[config.mk]
export PLATFORM = sky130hd
export DESIGN_NAME = gam_training_sequencer
export DESIGN_NICKNAME = d
export VERILOG_FILES = /design/src/rtl/gam_training_sequencer.sv
export SDC_FILE = /design/constraint.sdc
export NUM_CORES = 2
export LEC_CHECK = 0
export ABC_AREA = 1
export CAP_MARGIN = 10
export CORE_ASPECT_RATIO = 0.75
export CORE_UTILIZATION = 40
export CTS_BUF_LIST = sky130_fd_sc_hd__clkbuf_16
export CTS_CLUSTER_DIAMETER = 30
export DETAILED_ROUTE_END_ITERATION = 8
export GPL_ROUTABILITY_DRIVEN = 1
export SLEW_MARGIN = 5
export SYNTH_ARGS = -nofsm -noshare
export SYNTH_HDL_FRONTEND = slang
export SYNTH_SLANG_ARGS = --single-unit
[constraint.sdc]
create_clock -name clk -period 22.4 [get_ports clk]
set_input_delay 4.48 -clock clk [delete_from_list [all_inputs] [get_ports clk]]
set_output_delay 4.48 -clock clk [all_outputs]
set_load 0.03 [all_outputs]
[src/rtl/gam_training_sequencer.sv]
// Training sequencer: streams store[class][node] patterns to a memory layer, one per WAIT->READY edge.
// ready_wait: 1=READY, 0=WAIT; learning_recall: 0=LEARNING, 1=RECALL. Optional GAM_SEQ_SKIP_ZERO_EN skips zero patterns.
module gam_training_sequencer #(
  parameter int CLASS_COUNT = 4,
  parameter int NODE_COUNT  = 5,
  parameter int X_W         = 128
) (
  input  logic           clk,
  input  logic           reset,
  input  logic           wr_en,
  input  logic [31:0]    wr_class,
  input  logic [31:0]    wr_node,
  input  logic [X_W-1:0] wr_data,
  input  logic           start,
  input  logic [31:0]    class_max,
  input  logic [31:0]    node_max,
  input  logic           ready_wait,
  output logic [X_W-1:0] x,
  output logic [31:0]    c,
  output logic           learning_done,
  output logic           learning_recall,
  output logic           busy,
  output logic           err
);

  localparam int CIW = (CLASS_COUNT > 1) ? $clog2(CLASS_COUNT) : 1;
  localparam int NIW = (NODE_COUNT > 1) ? $clog2(NODE_COUNT) : 1;

  typedef enum logic [1:0] {IDLE, ISSUE, RECALL} state_t;

  state_t         state, state_n;
  logic [X_W-1:0] store [CLASS_COUNT][NODE_COUNT];
  logic [X_W-1:0] x_n, cur;
  logic [31:0]    c_n, cls_cnt, cls_n, node_cnt, node_n;
  logic [31:0]    cls_max_q, cls_max_n, node_max_q, node_max_n;
  logic           done_n, err_n, ready_q, issue_ev, wr_ok, wr_in_range, lim_ok;
  logic           step, last, cur_zero;
  logic [CIW-1:0] wr_ci, rd_ci;
  logic [NIW-1:0] wr_ni, rd_ni;

  assign wr_ci = CIW'(wr_class - 32'd1);
  assign wr_ni = NIW'(wr_node - 32'd1);
  assign rd_ci = CIW'(cls_cnt - 32'd1);
  assign rd_ni = NIW'(node_cnt - 32'd1);
  assign cur      = store[rd_ci][rd_ni];
  assign cur_zero = (cur == '0);
  assign issue_ev = ready_wait && !ready_q;
  assign last     = (cls_cnt == cls_max_q) && (node_cnt == node_max_q);

  assign wr_in_range = (wr_class >= 32'd1) && (wr_class <= 32'(CLASS_COUNT)) &&
                       (wr_node >= 32'd1) && (wr_node <= 32'(NODE_COUNT));
  assign lim_ok = (class_max >= 32'd1) && (class_max <= 32'(CLASS_COUNT)) &&
                  (node_max >= 32'd1) && (node_max <= 32'(NODE_COUNT));

  assign busy            = (state == ISSUE);
  assign learning_recall = (state == RECALL);

  // Store is deliberately outside reset so a run can be replayed after an abort.
  always_ff @(posedge clk) begin
    if (wr_ok) store[wr_ci][wr_ni] <= wr_data;
  end

  always_ff @(posedge clk) begin
    if (reset) begin
      state         <= IDLE;
      x             <= '0;
      c             <= '0;
      learning_done <= 1'b0;
      err           <= 1'b0;
      ready_q       <= 1'b0;
      cls_cnt       <= 32'd1;
      node_cnt      <= 32'd1;
      cls_max_q     <= 32'd1;
      node_max_q    <= 32'd1;
    end else begin
      state         <= state_n;
      x             <= x_n;
      c             <= c_n;
      learning_done <= done_n;
      err           <= err_n;
      ready_q       <= ready_wait;
      cls_cnt       <= cls_n;
      node_cnt      <= node_n;
      cls_max_q     <= cls_max_n;
      node_max_q    <= node_max_n;
    end
  end

  always_comb begin
    state_n    = state;
    x_n        = x;
    c_n        = c;
    done_n     = learning_done;
    err_n      = err;
    cls_n      = cls_cnt;
    node_n     = node_cnt;
    cls_max_n  = cls_max_q;
    node_max_n = node_max_q;
    wr_ok      = 1'b0;
    step       = 1'b0;

    case (state)
      ISSUE: begin
`ifdef GAM_SEQ_SKIP_ZERO_EN
        // A zero pattern is stepped over without waiting for (or using) an issue event.
        if (cur_zero) begin
          step = 1'b1;
        end else if (issue_ev) begin
          x_n  = cur;
          c_n  = cls_cnt;
          step = 1'b1;
        end
`else
        if (issue_ev) begin
          x_n  = cur;
          c_n  = cls_cnt;
          step = 1'b1;
          if (cur_zero) err_n = 1'b1;
        end
`endif
      end
      IDLE, RECALL: begin
        if (wr_en && (state == IDLE)) begin
          if (wr_in_range) wr_ok = 1'b1;
          else             err_n = 1'b1;
        end
        if (start) begin
          if (lim_ok) begin
            cls_max_n  = class_max;
            node_max_n = node_max;
            cls_n      = 32'd1;
            node_n     = 32'd1;
            done_n     = 1'b0;
            state_n    = ISSUE;
          end else begin
            err_n = 1'b1;
          end
        end
      end
      default: state_n = IDLE;
    endcase

    if (step) begin
      if (last) begin
        done_n  = 1'b1;
        state_n = RECALL;
      end else if (node_cnt == node_max_q) begin
        node_n = 32'd1;
        cls_n  = cls_cnt + 32'd1;
      end else begin
        node_n = node_cnt + 32'd1;
      end
    end
  end

endmodule

=== After elaboration in Yosys (flattened, before gate mapping) ===
Memories as Yosys holds them, arrays and structs flattened.
Cells that the tools add are included.

* Input port bits: 261
* Bits in writable memories: 2560
* Memories: 1
* Output and inout bits: 164
* Bits in registers: 293
* Logic and storage cells: 95

{| class="wikitable"
|+ Memory list
! memory !! words !! width !! read ports !! clocked after memory_dff !! write ports !! RTL line !! text
|-
| store || 4 || 640 || 1 || 0 || 1 || 32 || <nowiki>logic [X_W-1:0] store [CLASS_COUNT][NODE_COUNT];</nowiki>
|}

* Magnitude comparators: 11
* $add $sub $neg: 6
* Equality and inequality tests: 6
* Reductions and logical operators: 18
* Muxes and demuxes: 41
* Bitwise logic cells: 2

{| class="wikitable"
|+ Operator list
! cell !! number
|-
| two-way mux 640 bit || 1
|-
| binary-select mux 128 bit (select 3 bit) || 1
|-
| demux 128 bit (select 3 bit) || 1
|-
| two-way mux 128 bit || 3
|-
| two-way mux 32 bit || 12
|-
| greater-or-equal comparator 32 x 1 -> 1 bit (second input constant) || 4
|-
| <= comparator 32 x 3 -> 1 bit (second input constant) || 4
|-
| logical NOT 128 bit || 1
|-
| adder 32 x 1 -> 32 bit (second input constant) || 2
|-
| equality test 32 bit || 2
|-
| two-way mux 1 bit || 17
|-
| logical AND 1 bit || 10
|-
| greater-or-equal comparator 4 bit (second input constant) || 2
|-
| two-way mux 2 bit || 4
|-
| NOT 3 -> 4 bit || 2
|-
| AND reduction 3 bit || 2
|-
| subtractor 3 x 1 -> 3 bit (second input constant) || 2
|-
| < comparator 4 x 1 -> 1 bit (second input constant) || 1
|-
| inequality test 2 x 1 -> 1 bit (second input constant) || 2
|-
| case mux 2 bit (2 select lines) || 1
|-
| subtractor 2 x 1 -> 2 bit (second input constant) || 2
|-
| equality test 2 x 1 -> 1 bit (second input constant) || 1
|-
| equality test 2 bit (second input constant) || 1
|-
| logical NOT 2 bit || 1
|-
| 5 further kinds || 5
|}

=== Logic depth before layout (Yosys ltp) ===
* Depth after elaboration: 10
* Gate-level depth with buffers: 22

=== Least setup slack after synthesis ===
No wires, ideal clock.

* Path type: input -> register
* From: input port wr_node[0]
* To: memory store[0][384] (netlist name) (enable)
* Stages on the path: 11
* Arrival time: 10.975 ns
* Setup time: 0.617 ns
* Data required time: 21.783 ns
* Path buffers: 0
* Setup slack: 10.808 ns
* Cells stage by stage: inv_1 -> ha_1 -> inv_1 -> nor2_1 -> inv_1 -> o2111a_1 -> nand3_1 -> nor3_1 -> nor3b_1 -> nand3_1 -> nor2_1

* Cells in the longest elaborated chain, start to end: 8
* Elaborated cells on any way between the ends: 16

{| class="wikitable"
|+ Ends and longest elaborated chain
! what !! RTL line !! text
|-
| start: declaration || 12 || <nowiki>input logic [31:0] wr_node,</nowiki>
|-
| greater-or-equal comparator 32 x 1 -> 1 bit || 51 || <nowiki>(wr_node >= 32'd1) && (wr_node <= 32'(NODE_COUNT));</nowiki>
|-
| logical AND 1 bit || 50 || <nowiki>assign wr_in_range = (wr_class >= 32'd1) && (wr_class <= 32'(CLASS_COUNT)) &&</nowiki>
|-
| logical AND 1 bit || 51 ||
|-
| two-way mux 1 bit || 124 || <nowiki>if (wr_in_range) wr_ok = 1'b1;</nowiki>
|-
| two-way mux 1 bit || 123 || <nowiki>if (wr_en && (state == IDLE)) begin</nowiki>
|-
| two-way mux 1 bit || 102 || <nowiki>case (state)</nowiki>
|-
| two-way mux 1 bit || 60 || <nowiki>if (wr_ok) store[wr_ci][wr_ni] <= wr_data;</nowiki>
|-
| two-way mux 640 bit (implied by the code) (*) || 60 ||
|-
| end: declaration || 32 ||
|}

Every way passes the cells marked *; elsewhere a longest branch is shown, timed or not.

=== Worst setup path in the final report ===
* From: input port wr_node[0]
* To: memory store[1][500] (netlist name) (enable)

The elaborated chain is that of the path after synthesis.

==> results <==
- The run finished, with violations left.
- The checks that failed: slew limit.
- The critical path launch point type is an input pin.
- The floorplan step defined a core boundary enclosing 0.289 sq mm.
- Global routing used 23.3% of the available tracks across all layers.
- Leaving out fill and tap cells, the most frequent cells in the layout are sky130_fd_sc_hd__edfxtp_1 (2560), sky130_fd_sc_hd__nand2_1 (2399), sky130_fd_sc_hd__nor2_1 (1702).
- The async set-or-reset flop fraction in the synthesized netlist is 0%.
- Subtracting the final worst setup slack from the clock period gives 8350 ps.
- The x dimension of the die is 625 microns.
- The netlist uses 48 different library cells.
- Headroom to the max-slew limit came out at -9.78%.
- The cell sitting at the root of the clock tree is a sky130_fd_sc_hd__clkbuf_16.
- The worst register-to-register path ends at err.
- The number of nets with antenna violations after detailed routing is 0.
- Setup violations remaining at the end of the flow were counted as 0.
- The start point of the critical path is wr_node[0].
- The final critical path takes up 37.3% of the cycle.
- TritonCTS built the clock tree.
- Along the worst path, the maximum fanout reaches 35.
- The buffer count from post-CTS setup fixing is 0.
- The first global-routing pass estimated 517000 microns of wire.
- The y dimension of the die is 469 microns.
- The number of detailed-route iterations in the first pass is 6.
- The final weighted congestion in routability-driven placement is 0.891.
- Based on the critical path, the design can be clocked at up to 0.120 GHz.
- The mean instance size in the synthesized netlist is 11.0 sq um.
- With fillers left out, the area of the finished cells amounts to 0.141 sq mm.
- After detailed routing, the number of remaining DRC violations is 0.
- The initial antenna violation count came to 34.
- The share of final-layout standard cells stronger than drive strength 1 is 8.30%.
- At the worst endpoint, the arrival time is 8820 ps.
- The via-per-instance ratio is 5.32.
- The clock slew at the register clock pins of the worst setup and hold paths is 50 ps.
- Once layout is complete, the utilization of the core stands at 48.6%.
- The worst register-to-register path has a setup slack of 14420 ps.
- The main flop type after synthesis is sky130_fd_sc_hd__edfxtp_1.
- In this run the tool buffered the top-level ports with 424 buffer cells.
- The die outline area is 0.293 sq mm.
- The max-cap check violation count is 0.
- The Yosys step of the flow raised 0 warnings.
- After synthesis, flip-flops and latches occupy 71.1% of the total area.
- The number of placement rows is 171.
- The cell count after synthesis is 10.6k.
- The length in cells of the worst reg-to-reg path is 20.
- The startpoint of the most critical register-to-register path is cls_cnt[0].
- The number of endpoints with negative hold slack in the final report was 0.
- The final-layout setup total negative slack is 0 ps.
- The total number of nets in the final design is 11.3k.
- In this run, synthesis inferred 2560 flip-flops with an integrated enable.
- The worst setup path is captured at a flip-flop.
- STA puts the critical path data required time at 22870 ps.
- The total power density per cell area is 94.9 mW/mm^2.
- After filler insertion, the fill cell instance count of the layout stands at 25.4k.
- For this design the top-level I/O count stands at 425.
- The CTS sink count is 2853.
- The minimum setup slack after placement is 13230 ps.
- The number of buffers created by CTS is 465.
- Entering global routing, the biggest net connects 192 pins.
- The initial core utilization is 40.2%.
- The worst-case clock buffer depth is 4.
- IR analysis of the VDD net gives a maximum drop of 82.8 uV.
- The post-detailed-routing wire length is 352000 microns.
- In this run the worst setup path terminates at store[1][500].
- The clock arrives with 72.1 ps of skew.
- The net count after synthesis is 10.9k.
- From synthesis to final layout, the design area changed by 20.7%.
- After layout, the worst setup slack is 14050 ps.
- The analysis attributes to cell leakage a power of 51.5 nW.
- The cell area that synthesis handed to floorplanning was 0.116 sq mm.
- CTS built an H-tree with a depth of 5.
- The number of vias in the routed layout is 81.4k.
- In this run, post-CTS repair resized a total of 0 instances.
- The initial DRC count is 8633.
- The insertion delay to the later sink of the worst-skew pair is 910 ps.
- In this run the cell area measured after placement is 0.124 sq mm.
- The start-to-end type of the worst setup path is in2reg.
- Summed over all layers, the global routing overflow is 0.
- Detailed placement finished with a half-perimeter wire length of 190000 microns.
- In the final routed layout, each cell accounts on average for 23.0 microns.
- The path class of the tightest hold or removal check is reg2reg.
- The most common cell after layout, fill and taps aside is sky130_fd_sc_hd__edfxtp_1.
- The via count of the first global-routing pass is 78.2k.
- The total count of max-transition violations in the final report was 54.
- Counting flops and latches in the post-synthesis netlist gives 2853.
- The final worst hold slack is 464 ps.
- Setup repair after global routing left no endpoint under its margin.
- The number of hold buffers added after CTS was 0.
- The actual transition at the worst max-transition pin is 1650 ps.
## state kept, by name (all words and copies together), names as in the netlist
register       flops
node_cnt          32
c                 32
ready_q            1
cls_cnt           32
x                128
state              2
node_max_q        32
cls_max_q         32
err                1
learning_done      1
store           2560
## critical path, cell delays in order
cell                              delay [ps]
sky130_fd_sc_hd__clkdlybuf4s50_1         580
sky130_fd_sc_hd__inv_1                    70
sky130_fd_sc_hd__ha_1                    230
sky130_fd_sc_hd__inv_1                    60
sky130_fd_sc_hd__nor2_1                   50
sky130_fd_sc_hd__inv_1                    70
sky130_fd_sc_hd__o2111a_1                180
sky130_fd_sc_hd__nand3_1                 100
sky130_fd_sc_hd__nor3_1                  220
sky130_fd_sc_hd__nor3b_1                 280
sky130_fd_sc_hd__nand3_1                 450
sky130_fd_sc_hd__nor2_4                  740
sky130_fd_sc_hd__buf_4                   610
sky130_fd_sc_hd__buf_4                   620
## area by class of cell
cell class	count	area, sq um	share of cell area (%)
inverter	669	2560	1.82
clock inverter	396	4560	3.24
multi-input combinational	6489	28600	20.4
tap	3892	4870	3.46
clock buffer	472	11800	8.40
timing repair buffer	531	5410	3.85
antenna	6	15.0	0.0107
sequential	2853	82700	58.9
## through the flow
step / power (W) / std cells
finish: 0.0133 / 15300
global route: 0.0137 / 15300
CTS: 0.0134 / 15300
detailed placement: 0.00606 / 14400
global placement: 0.00606 / 14400
floorplan: 0.00592 / 10600
## worst min-delay path by stage
stage	startpoint	endpoint	cells past startpoint
finish	cls_max_q[5]	cls_max_q[5]	2
global route	cls_max_q[5]	cls_max_q[5]	2
CTS	cls_max_q[5]	cls_max_q[5]	2
detailed placement	cls_max_q[5]	cls_max_q[5]	2
global placement	node_max_q[21]	node_max_q[21]	2
floorplan	cls_max_q[11]	cls_max_q[11]	2
## synth_stat cells, drive strengths merged, types with 3 or more instances
library cell  count  share of area (%)
clkbuf          324                1.0
a211oi            8              0.052
clkinv           32               0.10
or2              29               0.16
nand3           575                2.5
inv             637                2.1
ha                5              0.054
nand4            28               0.15
o31ai             3              0.019
xor2             14               0.11
o21ai          1081                4.6
nand2          2402                7.7
buf             291                1.3
dfxtp           293                5.0
a31oi             3              0.016
o211ai          143               0.92
a21oi           158               0.68
o22ai           152               0.82
nor4             39               0.21
o21a              3              0.019
a22oi             3              0.019
o221ai            6              0.045
xnor2            42               0.32
a21boi           21               0.14
nor2           1726                5.6
nor3             36               0.18
edfxtp         2560                 66
## power by group
part           internal, W  switching [W]  total, W  leakage (nW)
logic            0.0000442       0.000113  0.000158          18.2
registers          0.00580    0.000000177   0.00580          25.4
clock network      0.00480        0.00259   0.00739          8.00
total               0.0106        0.00270    0.0133          51.5
## metal layers
metal / share of wire (%) / vias up / global-route usage, %
li1: - / 37300 / -
met1: 43 / 39900 / 33.4
met2: 46 / 3557 / 36.7
met3: 8.4 / 586 / 3.59
met4: 3.0 / 20 / 7.16
met5: 0.034 / - / 0
## kinds of logic after synthesis
logic type                 count (synthesis)  synth area share, %
and+or+nand+nor                         4842                 16.5
DFF                                     2853                 71.1
AOI/OAI and AO/OA                       1586                 7.41
buffers and inverters                   1284                 4.53
xor gates and xnor gates                  56                0.421
adders and majority gates                  5               0.0537
Note: power is estimated with default switching activity, not from simulation.
